## src/rtl/dmem_mmio.sv

```systemverilog
// Data-memory stage: word RAM with byte/half lanes plus MMIO window (TX FIFO, cycle counter, tohost).
// Latency: loads combinational (same cycle), stores and MMIO side effects commit on the rising edge.
// Backpressure: TX FIFO drains on tx_valid&&tx_ready; pushes into a full FIFO without a pop are dropped and flag overflow.
module dmem_mmio #(
    parameter int unsigned DEPTH_WORDS = 64,
    parameter int unsigned FIFO_DEPTH  = 4,
    parameter logic [31:0] MMIO_BASE   = 32'hFFFF_0000
) (
    input  logic        clk,
    input  logic        reset,
    input  logic        MemWrite,
    input  logic        MemRead,
    input  logic [31:0] ALUResult,
    input  logic [31:0] WriteData,
    input  logic [2:0]  Funct3,
    output logic [31:0] ReadData,
    output logic        Misaligned,
    output logic        tx_valid,
    output logic [7:0]  tx_data,
    input  logic        tx_ready,
    output logic        halt,
    output logic [31:0] halt_code
);
    localparam int AW = $clog2(DEPTH_WORDS);
    localparam int PW = $clog2(FIFO_DEPTH);
    localparam int CW = PW + 1;

    localparam logic [2:0] F_B  = 3'b000;
    localparam logic [2:0] F_H  = 3'b001;
    localparam logic [2:0] F_W  = 3'b010;
    localparam logic [2:0] F_BU = 3'b100;
    localparam logic [2:0] F_HU = 3'b101;

    localparam logic [1:0] OFF_TX     = 2'd0;
    localparam logic [1:0] OFF_STATUS = 2'd1;
    localparam logic [1:0] OFF_CYCLE  = 2'd2;
    localparam logic [1:0] OFF_TOHOST = 2'd3;

    logic [1:0]    boff;
    logic [1:0]    moff;
    logic [AW-1:0] widx;
    logic          is_byte, is_half, is_word, size_ok;
    logic          access, is_mmio, wr_ok;
    logic          ram_we, mmio_we;
    logic          push_req, push, pop, cyc_clr, tohost_we;

    assign boff    = ALUResult[1:0];
    assign moff    = ALUResult[3:2];
    assign widx    = ALUResult[AW+1:2];
    assign is_byte = (Funct3 == F_B) || (Funct3 == F_BU);
    assign is_half = (Funct3 == F_H) || (Funct3 == F_HU);
    assign is_word = (Funct3 == F_W);
    assign size_ok = is_byte || is_half || is_word;
    assign access  = MemRead || MemWrite;
    assign is_mmio = (ALUResult[31:4] == MMIO_BASE[31:4]);

    assign Misaligned = access && ((is_half && boff[0]) || (is_word && (boff != 2'b00)));

    // Stores are suppressed while reset is high, after halt, and on any misaligned access.
    assign wr_ok     = MemWrite && !Misaligned && !halt && !reset;
    assign ram_we    = wr_ok && !is_mmio && size_ok;
    assign mmio_we   = wr_ok && is_mmio && is_word;
    assign push_req  = mmio_we && (moff == OFF_TX);
    assign cyc_clr   = mmio_we && (moff == OFF_CYCLE);
    assign tohost_we = mmio_we && (moff == OFF_TOHOST);

    logic [3:0]  be;
    logic [31:0] wdat;

    always_comb begin
        be   = 4'b0000;
        wdat = WriteData;
        if (is_byte) begin
            be   = 4'b0001 << boff;
            wdat = {4{WriteData[7:0]}};
        end else if (is_half) begin
            be   = boff[1] ? 4'b1100 : 4'b0011;
            wdat = {2{WriteData[15:0]}};
        end else if (is_word) begin
            be   = 4'b1111;
        end
    end

    logic [31:0] ram [DEPTH_WORDS];

    always_ff @(posedge clk) begin
        if (ram_we) begin
            for (int i = 0; i < 4; i++) begin
                if (be[i]) ram[widx][8*i +: 8] <= wdat[8*i +: 8];
            end
        end
    end

    logic [31:0] rword;
    logic [7:0]  rbyte;
    logic [15:0] rhalf;
    logic [31:0] ram_rd;

    assign rword = ram[widx];
    assign rbyte = rword[{boff, 3'b000} +: 8];
    assign rhalf = boff[1] ? rword[31:16] : rword[15:0];

    always_comb begin
        ram_rd = '0;
        case (Funct3)
            F_B:     ram_rd = {{24{rbyte[7]}}, rbyte};
            F_BU:    ram_rd = {24'b0, rbyte};
            F_H:     ram_rd = {{16{rhalf[15]}}, rhalf};
            F_HU:    ram_rd = {16'b0, rhalf};
            F_W:     ram_rd = rword;
            default: ram_rd = '0;
        endcase
    end

    logic [7:0]    fifo_mem [FIFO_DEPTH];
    logic [PW-1:0] rd_ptr, wr_ptr;
    logic [CW-1:0] count;
    logic          empty, full, overflow;
    logic [31:0]   cycle;
    logic [31:0]   status;
    logic [31:0]   mmio_rd;

    assign empty    = (count == '0);
    assign full     = (count == CW'(FIFO_DEPTH));
    assign tx_valid = !empty;
    assign tx_data  = empty ? 8'h00 : fifo_mem[rd_ptr];
    assign pop      = tx_valid && tx_ready;
    // A full FIFO still takes a byte when the head leaves on the same edge.
    assign push     = push_req && (!full || pop);

    always_ff @(posedge clk or posedge reset) begin
        if (reset) begin
            rd_ptr   <= '0;
            wr_ptr   <= '0;
            count    <= '0;
            overflow <= 1'b0;
        end else begin
            if (push) wr_ptr <= wr_ptr + PW'(1);
            if (pop)  rd_ptr <= rd_ptr + PW'(1);
            case ({push, pop})
                2'b10:   count <= count + CW'(1);
                2'b01:   count <= count - CW'(1);
                default: count <= count;
            endcase
            if (push_req && !push) overflow <= 1'b1;
        end
    end

    always_ff @(posedge clk) begin
        if (push) fifo_mem[wr_ptr] <= WriteData[7:0];
    end

    always_ff @(posedge clk or posedge reset) begin
        if (reset) begin
            cycle     <= '0;
            halt      <= 1'b0;
            halt_code <= '0;
        end else begin
            if (cyc_clr)    cycle <= '0;
            else if (!halt) cycle <= cycle + 32'd1;
            if (tohost_we) begin
                halt      <= 1'b1;
                halt_code <= WriteData;
            end
        end
    end

    assign status = {28'b0, overflow, full, empty, halt};

    always_comb begin
        mmio_rd = '0;
        if (is_word) begin
            case (moff)
                OFF_STATUS: mmio_rd = status;
                OFF_CYCLE:  mmio_rd = cycle;
                default:    mmio_rd = '0;
            endcase
        end
    end

    assign ReadData = (MemRead && !Misaligned) ? (is_mmio ? mmio_rd : ram_rd) : '0;

endmodule
```

## config.mk

```make
export PLATFORM = sky130hd
export DESIGN_NAME = dmem_mmio
export DESIGN_NICKNAME = d
export VERILOG_FILES = /design/src/rtl/dmem_mmio.sv
export SDC_FILE = /design/constraint.sdc
export NUM_CORES = 2
export LEC_CHECK = 0
export CORE_MARGIN = 3
export CORE_UTILIZATION = 27
export DETAILED_ROUTE_END_ITERATION = 8
export PLACE_DENSITY = 0.4
export SLEW_MARGIN = 20
export SYNTH_ARGS = -nofsm -noshare
export SYNTH_HDL_FRONTEND = slang
export SYNTH_SLANG_ARGS = --single-unit
```

## constraint.sdc

```tcl
create_clock -name clk -period 4.7 [get_ports clk]
set_clock_uncertainty 0.15 [all_clocks]
set_input_delay 0.94 -clock clk [delete_from_list [all_inputs] [get_ports clk]]
set_output_delay 0.94 -clock clk [all_outputs]
set_load 0.05 [all_outputs]
```

==> impl_metrics.yaml <==
place:
  post-dp-hpwl_um: 230800
  placedInstanceArea_um2: 99310
  gp_routability_congestion: 0.8620
  post-place-ws_ns: -1.024
  io_buffers: 146
  post-place-cells: 9731
min_path:
  hp-class: "in -> async"
global_route:
  grt_first_pass_wirelength_um: 450100
  grt_pass1_vias: 52290
  grt_use_total: 0.2047
  antenna_found_initial: 8
  grt_max_degree: 65
  overflow: 0
finish:
  nNetsFinal: 6051
  fillers: 28830
  synthToLayoutAreaGrowth_pct: 32.75
  finalNonFillerCells: 10240
  final_layout_size_suffix_gt1_frac: 0.2968
  final_area_um2: 109800
clock_network:
  clkLatencyLatePin_ns: 0.94
  htreeDepth: 4
  clock-root-buffer: "clkbuf_16"
  cts.reportedPaths.clkPinSlew_ns: 0.06
  cts.path.max_buffers: 4
  cts_tree: "yes"
  cts.sinks: 2153
  cts_inserted_buffers: 241
job:
  cap_viol_max_count: 0
setup_path:
  cp-end-kind: "primary output"
  worstPathArrival_ns: 4.03
  worstPathCellList: "buf_16, and3b_4, buf_12, clkbuf_16, buf_4, a22o_1, a221oi_1, a31oi_1, buf_4, a21oi_1, and3_1, buf_12, a211o_1, a311oi_4, buf_12"
  path_common_cell: "buf_12"
  critPathMaxStageDelay_ns: 0.52
  startpoint: "ALUResult[3]"
  cp_slowest_cell: "and3b_4"
  start_kind: "input port"
  cp_top_family: "compound AO/OA/AOI/OAI gates"
  crit_buf_inv: 7
  path_class: "in -> out"
  critPathRequiredTime_ns: 3.61
  critPathMaxFanout: 9
  r2r-start: "halt"
detailed_routing:
  ant_nets: 0
  routed_wl_um: 335200
  vias: 52780
  wl_per_cell_um: 32.74
  first_iter_violations: 5354
  viasPerCell: 5.154
  first_pass_iters: 5
  drc_errors: 0
synthesis:
  yosys_warnings: 0
  ys.flop_type: "edfxtp_1"
  syn-num-nets: 4935
  synth.distinct_cells: 76
  ys_ff_latch: 2153
  synth_edf_count: 2080
  avgSynthCellArea_um2: 17.04
  netlist_area_um2: 82700
  yosysTopAreaCell: "edfxtp_1"
  synthArstFlopShare: 0.03391
  synth_area_leaders: "edfxtp_1 76%, a22oi_1 5.3%, dfrtp_1 2.2%, nor2_1 1.5%, mux2i_1 1.3%"
  syn_inst: 4853
  yosysSeqAreaShare: 0.7774
  synth_top_area_share: 0.7553
outcome:
  violations: "negative setup slack"
  status: "finished, violations left"
floorplan:
  die_x_um: 559.4
  initial_core_util: 0.2722
  dieHeight_um: 559.4
  core_um2: 303800
  fp.dieArea_um2: 313000
  top_level_ports: 147
  placementRows: 202
timing:
  worst_slew_pin_slew_ns: 1.218
  min_period_ns: 5.124
  finalSetupViolCount: 32
  rsz0062_at_grt: "yes"
  setup_ws_ns: -0.4236
  final_hold_viol_count: 0
  fmax_mhz: 195.2
  setup-tns-final_ns: -10.57
  fin_crit_sh: 1.090
  relSlewSlack: 0.1852
  maxSlewViolCount: 0
pwr:
  worst_ir_drop_vdd_mv: 0.3503
  power.total_mw: 43.31
  power_leakage_nw: 35.64
  power_density_nw_per_um2: 394.6
## metal layers
| metal | global-route usage | routed length [um] | part of all wire |
|---|---|---|---|
| met5 | 0 | 58 | 0.00017 |
| met4 | 0.06159 | 10680 | 0.032 |
| met3 | 0.02843 | 17520 | 0.052 |
| met2 | 0.3334 | 159500 | 0.48 |
| met1 | 0.2832 | 147400 | 0.44 |
## area by class of cell
type	count	area, um2	share of cell area
Tap cell	4080	5105	0.04650
Clock buffer	287	6225	0.05670
Sequential cell	2153	64290	0.5856
Antenna cell	1	2.502	0.00002279
Timing Repair Buffer	1224	14210	0.1294
Clock inverter	146	1251	0.01140
Multi-Input combinational cell	2324	18600	0.1695
Inverter	25	98.84	0.0009004
## sequential cells by signal, indices dropped and copies added, names as in the netlist
signal     count
overflow       1
wr_ptr         2
cycle         32
rd_ptr         2
ram         2048
halt           1
halt_code     32
count          3
fifo_mem      32
## worst paths after layout
check	cells past startpoint	slack (ns)	to
worst max-delay path	15	-0.42	ReadData[0]
worst min-delay path	2	0.27	cycle[0]
worst max register to register	7	1.57	ram[6][27]
worst min register to register	1	0.36	halt_code[23]
max in group asynchronous	3	3.33	halt_code[13]
min in group clk	1	0.28	fifo_mem[1][5]
## timing repair
| action | 4_1_cts | 5_1_grt |
|---|---|---|
| hold buffers | 0 | 0 |
| cloned | 1 | 13 |
| setup endpoints to repair | 32 | 32 |
| gates resized for setup | 214 | 186 |
| pin swaps | 36 | 59 |
| setup buffers | 23 | 45 |
## stage by stage
stage                     hold slack, ns  utilization
after floorplan                   0.2941            -
after global placement            0.3368       0.3268
after global routing              0.2509       0.3614
after CTS                         0.2412       0.3559
after detailed placement          0.3415       0.3269
final                             0.2725       0.3614
## placed cells by master, fill, tap and decap left out, types with 73 or more instances in the layout
| master | instances |
|---|---|
| edfxtp_1 | 2080 |
| buf_4 | 697 |
| a22oi_1 | 569 |
| buf_12 | 325 |
| nor2_1 | 311 |
| clkbuf_16 | 256 |
| nand2_1 | 141 |
| mux2i_1 | 98 |
| clkdlybuf4s50_1 | 98 |
| a21oi_1 | 91 |
| a22o_1 | 91 |
| a221oi_1 | 77 |
| dfrtp_1 | 73 |
## where the power goes
part	switching, mW	internal (mW)	total [mW]	leakage [nW]
combinational	2.40	1.39	3.79	12.5
clock	7.74	10.5	18.2	3.66
sequential	0.0654	21.2	21.3	19.5
## cells by family (layout without fill, tap and decap cells)
| kind of cell | after synthesis | count (layout) | share of synthesized area |
|---|---|---|---|
| AOI/OAI and AO/OA | 1280 | 1280 | 0.1159 |
| other | 0 | 1 | 0 |
| muxes | 199 | 199 | 0.03097 |
| xor gates and xnor gates | 34 | 34 | 0.003601 |
| buffers and inverters | 376 | 1682 | 0.02120 |
| and+or+nand+nor | 801 | 801 | 0.04937 |
| DFF | 2153 | 2153 | 0.7774 |
| adders and majority gates | 10 | 10 | 0.001604 |
## synth_stat cells (10+ instances only)
cell and number:
a2111oi_0 19, a211oi_1 26, a21oi_1 119, a221o_1 32, a221oi_1 101, a22o_1 94
a22oi_1 587, a311oi_1 10, a31oi_1 86, a32o_1 10, a41oi_1 40, and2_1 29
and3_1 20, and4_1 32, and4b_1 19, buf_1 29, buf_2 162, buf_4 23
clkbuf_1 130, dfrtp_1 73, edfxtp_1 2080, inv_1 24, mux2_2 54, mux2i_1 104
mux4_2 40, nand2_1 148, nand2b_1 14, nand3_1 35, nand4_1 62, nor2_1 334
nor4_1 23, nor4b_1 14, nor4bb_1 14, o21ai_0 34, o22a_1 13, o22ai_1 51
o31ai_1 10, xnor2_1 13, xor2_1 21
Note: power is estimated with default switching activity, not from simulation.
